`src/rtl/match_session_ctrl.sv`:
```
// Windowed equality-run detector: counts samples whose run of w1==w2 reaches RUN_LEN.
// Latency: one sample per edge after start; z and done are registered, one cycle after the sample.
// Backpressure: results are held in DONE until ack; start is ignored while busy or done.
module match_session_ctrl #(
    parameter int RUN_LEN = 4,
    parameter int CNT_W   = 8
) (
    input  logic             Clock,
    input  logic             Resetn,
    input  logic             start,
    input  logic [CNT_W-1:0] sample_len,
    input  logic             w1,
    input  logic             w2,
    input  logic             ack,
    output logic             busy,
    output logic             z,
    output logic             done,
    output logic             found,
    output logic [CNT_W-1:0] hit_count,
    output logic [CNT_W-1:0] first_hit
);

    localparam int RUN_W = $clog2(RUN_LEN + 1);

    typedef enum logic [1:0] {
        IDLE = 2'd0,
        RUN  = 2'd1,
        DONE = 2'd2
    } state_t;

    state_t           state_q;
    logic [CNT_W-1:0] len_q;
    logic [CNT_W-1:0] idx_q;
    logic [RUN_W-1:0] run_q;
    logic [CNT_W-1:0] hit_count_q;
    logic [CNT_W-1:0] first_hit_q;
    logic             found_q;
    logic             z_q;
    logic             busy_q;
    logic             done_q;

    logic [RUN_W-1:0] run_d;
    logic [CNT_W-1:0] hit_count_d;
    logic             hit;
    logic             last_sample;

    // Run saturates at RUN_LEN so every further equal sample is another hit.
    always_comb begin
        run_d = '0;
        if (w1 == w2) begin
            if (run_q == RUN_W'(RUN_LEN))
                run_d = run_q;
            else
                run_d = run_q + RUN_W'(1);
        end
    end

    assign hit         = (run_d == RUN_W'(RUN_LEN));
    assign hit_count_d = (&hit_count_q) ? hit_count_q : hit_count_q + CNT_W'(1);
    assign last_sample = (idx_q == len_q - CNT_W'(1));

    always_ff @(posedge Clock or negedge Resetn) begin
        if (!Resetn) begin
            state_q     <= IDLE;
            len_q       <= '0;
            idx_q       <= '0;
            run_q       <= '0;
            hit_count_q <= '0;
            first_hit_q <= '0;
            found_q     <= 1'b0;
            z_q         <= 1'b0;
            busy_q      <= 1'b0;
            done_q      <= 1'b0;
        end else begin
            z_q <= 1'b0;
            case (state_q)
                IDLE: begin
                    if (start) begin
                        len_q       <= sample_len;
                        idx_q       <= '0;
                        run_q       <= '0;
                        hit_count_q <= '0;
                        first_hit_q <= '0;
                        found_q     <= 1'b0;
                        if (sample_len != '0) begin
                            state_q <= RUN;
                            busy_q  <= 1'b1;
                        end else begin
                            state_q <= DONE;
                            done_q  <= 1'b1;
                        end
                    end
                end
                RUN: begin
                    run_q <= run_d;
                    idx_q <= idx_q + CNT_W'(1);
                    z_q   <= hit;
                    if (hit) begin
                        hit_count_q <= hit_count_d;
                        if (!found_q) begin
                            found_q     <= 1'b1;
                            first_hit_q <= idx_q;
                        end
                    end
                    if (last_sample) begin
                        state_q <= DONE;
                        busy_q  <= 1'b0;
                        done_q  <= 1'b1;
                    end
                end
                DONE: begin
                    if (ack) begin
                        state_q <= IDLE;
                        done_q  <= 1'b0;
                    end
                end
                default: begin
                    state_q <= IDLE;
                    busy_q  <= 1'b0;
                    done_q  <= 1'b0;
                end
            endcase
        end
    end

    assign busy      = busy_q;
    assign z         = z_q;
    assign done      = done_q;
    assign found     = found_q;
    assign hit_count = hit_count_q;
    assign first_hit = first_hit_q;

endmodule

```
`config.mk`:
```
export PLATFORM = sky130hd
export DESIGN_NAME = match_session_ctrl
export DESIGN_NICKNAME = d
export VERILOG_FILES = /design/src/rtl/match_session_ctrl.sv
export SDC_FILE = /design/constraint.sdc
export NUM_CORES = 1
export LEC_CHECK = 0
export CORE_UTILIZATION = 48
export DETAILED_ROUTE_END_ITERATION = 16
export PLACE_DENSITY = 0.73
export SLEW_MARGIN = 10
export SYNTH_ARGS = -nofsm -noshare
export SYNTH_HDL_FRONTEND = slang
export SYNTH_SLANG_ARGS = --single-unit
```
`constraint.sdc`:
```
create_clock -name Clock -period 2.3 [get_ports Clock]
set_input_delay 0.46 -clock Clock [delete_from_list [all_inputs] [get_ports Clock]]
set_output_delay 0.46 -clock Clock [all_outputs]
set_load 0.02 [all_outputs]
```
==> results of run 1 <==
-- registers in the layout, summed over array words and instances (netlist names) --
name       count
idx_q          8
first_hit      8
state_q        2
found          1
busy           1
hit_count      8
run_q          3
done           1
z              1
len_q          8
-- what timing repair did --
action	in CTS	in global routing
setup buffers	3	0
pin swaps	2	10
gates resized for setup	0	9
setup endpoints to repair	3	12
-- worst max-delay path: stages, from the launching register on --
cell	delay, ns
dfrtp_1	0.41
ha_2	0.19
or3b_1	0.39
a311oi_2	0.31
a41oi_2	0.24
or4_1	0.53
a21oi_2	0.14
-- how the worst max path moves through the flow --
stage | start | endpoint | slack, ns | depth (start not counted)
CTS | run_q[0] | hit_count[5] | 0.002 | 7
floorplan | run_q[0] | hit_count[7] | 0.08 | 7
global placement | run_q[0] | hit_count[5] | 0.04 | 7
detailed placement | run_q[0] | hit_count[7] | -0.07 | 7
finish | run_q[0] | hit_count[5] | 0.01 | 6
global route | run_q[0] | hit_count[5] | -0.09 | 6
-- layout by cell type (no fill, tap or decap), drive strengths merged, types with 5 or more instances in the layout --
master,count
or4,5
inv,10
nand3,5
nor2,13
nand2,50
clkdlybuf4s50,32
ha,5
buf,21
o21ai,28
xor2,5
dfrtp,41
a21oi,9
xnor2,6
clkbuf,7
-- per-layer routing --
metal,track usage (%),part of all wire [%],vias up,wire length (um)
li1,-,-,930,-
met1,29.32,47,916,2281
met2,37.50,48,43,2359
met3,4.441,4.0,2,195
met4,9.694,0.56,0,27
met5,0,0,-,0
-- area by class of cell --
class | count | area, um2 | share of cell area, %
clock buffer | 7 | 86.33 | 3.121
inverter | 10 | 37.54 | 1.357
multi-input combinational | 178 | 1079 | 38.99
sequential | 41 | 1026 | 37.09
tap | 50 | 62.56 | 2.261
timing repair buffer | 53 | 475.5 | 17.19
-- power groups by stage --
| stage | registers (mW) | logic, mW | clock network (mW) |
|---|---|---|---|
| global route | 1.21 | 1.91 | 0.507 |
| global placement | 1.18 | 1.57 | 0 |
| finish | 1.18 | 1.72 | 0.470 |
| floorplan | 1.22 | 0.951 | 0 |
| detailed placement | 1.19 | 1.62 | 0 |
| CTS | 1.17 | 1.68 | 0.481 |
-- kinds of logic (layout without fill, tap and decap cells) --
family	count (synthesis)	count (layout)	share of synthesized area (%)
multiplexers	1	1	0.4662
adder cells (fa/ha/maj)	5	5	2.914
flip-flops	41	41	47.79
buffers and inverters	19	70	3.496
AO/OA/AOI/OAI	60	60	18.24
AND/OR/NAND/NOR	101	101	22.61
XOR/XNOR	11	11	4.487
-- through the flow --
stage                     hold WS (ns)  cell area [um2]  std cells
after global routing            0.1253             2766        339
final                          0.09446             2766        339
after detailed placement        0.4138             2625        329
after floorplan                 0.1644             2147        238
after CTS                      0.09862             2734        339
after global placement          0.4149             2625        329
==> flow_metrics.tcl, run 1 <==
set metrics [dict create \
    cts_sinks 41 \
    areaGrowthSynthToFinish_pct 28.85 \
    drive_above_1_share_pct 13.84 \
    syn_inst 238 \
    intPower_mw 1.986 \
    routed_wl_um 4864 \
    fill_cells 353 \
    drt_iter0_markers 112 \
    cts_max_path_buffers 2 \
    grt_use_total_pct 22.88 \
    die-area_um2 4744 \
    cts_buffers 5 \
    yosys_warnings 0 \
    r2r_start "run_q[0]" \
    grt-ovfl-total 0 \
    p_leak_nw 1.179 \
    arrival_ns 2.50 \
    fin_crit_ns 2.288 \
    drcViolationCount 0 \
    relSlewSlack_pct 70.10 \
    portBuffers 33 \
    rsz0062_at_grt "yes" \
    setup_viol 0 \
    viasPerCell 5.578 \
    worstMarginPinSlew_ns 0.4445 \
    insertion_delay_ns 0.29 \
    grt_pass1_wl_um 7797 \
    crit_path_end_kind "flip-flop" \
    final_util_pct 66.76 \
    switchingPower_mw 1.389 \
    post-route-period-util_pct 99.46 \
    cts-root-buf "clkbuf_8" \
    worstReg2RegEnd "hit_count[5]" \
    async_flop_share_pct 100.0 \
    yosysMostFrequentCell "nand2_1" \
    pwr-share-comb_pct 51.1 \
    yosysUniqueCellTypes 44 \
    num_vias 1891 \
    synth_top_cell_area_share_pct 47.79 \
    fin_setup_tns_ns 0 \
    ys_seq_area_share_pct 47.79 \
    synth_common_cells "nand2_1, dfrtp_1, o21ai_0" \
    dieHeight_um 68.88 \
    synth_top_area_cell "dfrtp_1" \
    rows 23 \
    crit_required_ns 2.52 \
    maxSlewViolCount 0 \
    synth-main-ff-cell "dfrtp_1" \
    skew_ns 0.005709 \
    dp_slack_ns -0.06591 \
    status "finished, final reports clean" \
    maxCapViolCount 0 \
    critPathKind "flip-flop to flip-flop" \
    cts_hold_buffers 0 \
    finalWorstSetupSlack_ns 0.01247 \
    synth.area.top_cells "dfrtp_1, nand2_1, o21ai_0" \
    io_pins 34 \
    ir_drop_v 0.0008866 \
    floorplan.initialDensity_pct 51.81 \
    powerDensity_nw_per_um2 1220 \
    dpl.hpwl_um 3541 \
    die_x_um 68.88 \
    synth_edf_count 0 \
    nets 308 \
    p_seq_share_pct 35.0 \
    finalHoldViolations 0 \
    grt_max_degree 22 \
    syn_nets 257 \
    path_clk_slew_ns 0.08 \
    ff2ff_setup_slack_ns 0.01 \
    finalPower_mw 3.375 \
    antenna_left 0 \
    htree_num_levels 2 \
    synth_seq_cells 41 \
    power.clock.fraction_pct 13.9 \
    crit_fanout 5 \
    gp_congestion 0.8632 \
    syn_area_um2 2147 \
    syn_avg_cell_area_um2 9.021 \
    diodes 0 \
    max_freq_mhz 437.2 \
    antenna_found_initial 0 \
    rr_worst_depth 6 \
    grt_pass1_vias 1717 \
    swShare_pct 41.15 \
    cts_tree "done" \
    hold_class "input port to async pin" \
    start_kind "flip-flop" \
    dr.pass1.iters 4 \
    wl_per_cell_um 14.35 \
    coreArea_um2 4144 \
]
No activity file was read; power rests on OpenSTA's default activity.
==> inputs of run 2 (changes only) <==
Settings changed: PLACE_DENSITY 0.73 to 0.72, SLEW_MARGIN 10 to not set.
==> flow_metrics.tcl, run 2 (synthesized netlist as in run 1, its figures left out) <==
set metrics [dict create \
    io_pins 34 \
    dieHeight_um 68.88 \
    p_seq_share_pct 33.6 \
    wl_met1_um 2361 \
    cts_max_path_buffers 2 \
    powerDensity_nw_per_um2 1245 \
    portBuffers 33 \
    viasPerCell 5.515 \
    grt_use_total_pct 22.39 \
    layout_common_cells "nand2_1, dfrtp_1, clkdlybuf4s50_1" \
    antenna_found_initial 0 \
    maxSlewViolCount 0 \
    die-area_um2 4744 \
    dpl.hpwl_um 3428 \
    finalWorstSetupSlack_ns 0.007053 \
    insertion_delay_ns 0.30 \
    skew_ns 0.01094 \
    status "finished, final reports clean" \
    intPower_mw 2.069 \
    grt_pass1_vias 1647 \
    die_x_um 68.88 \
    pwr-share-comb_pct 49.4 \
    crit_required_ns 2.52 \
    ir_drop_v 0.0006541 \
    setup_viol 0 \
    cts_buffers 5 \
    rows 23 \
    crit_path_end_kind "flip-flop" \
    crit_fanout 5 \
    post-route-period-util_pct 99.69 \
    path_clk_slew_ns 0.09 \
    gp_congestion 0.8142 \
    relSlewSlack_pct 72.73 \
    floorplan.initialDensity_pct 51.81 \
    cts_sinks 41 \
    nets 306 \
    grt-ovfl-total 0 \
    max_freq_mhz 436.1 \
    start_kind "flip-flop" \
    routed_wl_um 4805 \
    drcViolationCount 0 \
    rsz0062_at_grt "yes" \
    final_area_um2 2810 \
    cts-root-buf "clkbuf_8" \
    wl_met2_um 2204 \
    grt_max_degree 22 \
    cts_tree "done" \
    dp.cells 328 \
    diodes 0 \
    dr.pass1.iters 4 \
    power.clock.fraction_pct 16.9 \
    maxUsedRoutingLayer "met4" \
    swShare_pct 40.87 \
    htree_num_levels 2 \
    route.met3.wl_um 198 \
    dp_slack_ns -0.01812 \
    areaGrowthSynthToFinish_pct 30.89 \
    final_common_cell "nand2_1" \
    switchingPower_mw 1.430 \
    critPathKind "flip-flop to flip-flop" \
    num_vias 1864 \
    grt_pass1_wl_um 7769 \
    stdcell_count 338 \
    worstMarginPinSlew_ns 0.4053 \
    p_leak_nw 1.188 \
    finalHoldViolations 0 \
    wl_per_cell_um 14.22 \
    arrival_ns 2.51 \
    antenna_left 0 \
    maxCapViolCount 0 \
    cts_hold_buffers 0 \
    place_area_um2 2618 \
    coreArea_um2 4144 \
    hold_class "input port to async pin" \
    drive_above_1_share_pct 14.58 \
    fin_crit_ns 2.293 \
    drt_iter0_markers 171 \
]
## run 2: cell count changes in the layout (fill, tap and decap cells not counted), moves of 2 or more
| cell | delta |
|---|---|
| or4_4 | +2 |
| or4_1 | -2 |
| buf_4 | -4 |
| a21oi_2 | +2 |
| a21oi_1 | -2 |
## run 2: cell type report
class	count	area, um2
Fill cell	344	1334
Multi-Input combinational cell	178	1101
Tap cell	50	62.56
Clock inverter	3	46.29
Inverter	10	37.54
Sequential cell	41	1026
Timing Repair Buffer	51	467.9
Clock buffer	5	68.82
## run 2: repair_timing
action,in CTS,in global routing
gates resized for setup,0,13
setup endpoints to repair,3,8
pin swaps,3,12
buffers inserted,0,1
gates cloned,1,0
## run 2: routing by layer
metal,global-route usage (%),up-vias
li1,-,933
met1,32.85,890
met2,33.62,36
met3,5.099,5
met4,4.592,0
met5,0,-
## run 2: path summary, 6_finish.rpt
path	from	endpoint	slack [ns]	depth (start not counted)
max	run_q[0]	hit_count[7]	0.007	7
min	Resetn	idx_q[3]	0.004	1
max reg2reg	run_q[0]	hit_count[7]	0.007	7
min reg2reg	len_q[7]	len_q[7]	0.51	2
max in group asynchronous	Resetn	first_hit[0]	1.75	2
min in group Clock	len_q[7]	len_q[7]	0.51	2
## run 2: worst max-delay path: stages (launching register included)
cell and delay (ns):
dfrtp_1 0.37, inv_1 0.06, ha_2 0.17, or3b_4 0.40, a311oi_4 0.33, a41oi_4 0.21, or4_4 0.52, a21oi_2 0.13
## run 2: power by group through the flow
| stage | sequential [mW] | clock [mW] | combinational [mW] |
|---|---|---|---|
| after floorplan | 1.22 | 0 | 0.951 |
| after global placement | 1.18 | 0 | 1.56 |
| after detailed placement | 1.19 | 0 | 1.59 |
| after CTS | 1.18 | 0.600 | 1.63 |
| after global routing | 1.21 | 0.625 | 1.92 |
| final | 1.18 | 0.593 | 1.73 |
## run 2: stage by stage
stage                     TNS [ns]  util, %  hold slack (ns)  power, mW
after global routing       -0.3073    67.81          0.01664      3.758
final                            0    67.81         0.004403      3.500
after global placement           0    63.16           0.3298      2.740
after floorplan                  0        -           0.1644      2.175
after detailed placement  -0.02307    63.16           0.3328      2.775
after CTS                        0    66.21          0.01059      3.410
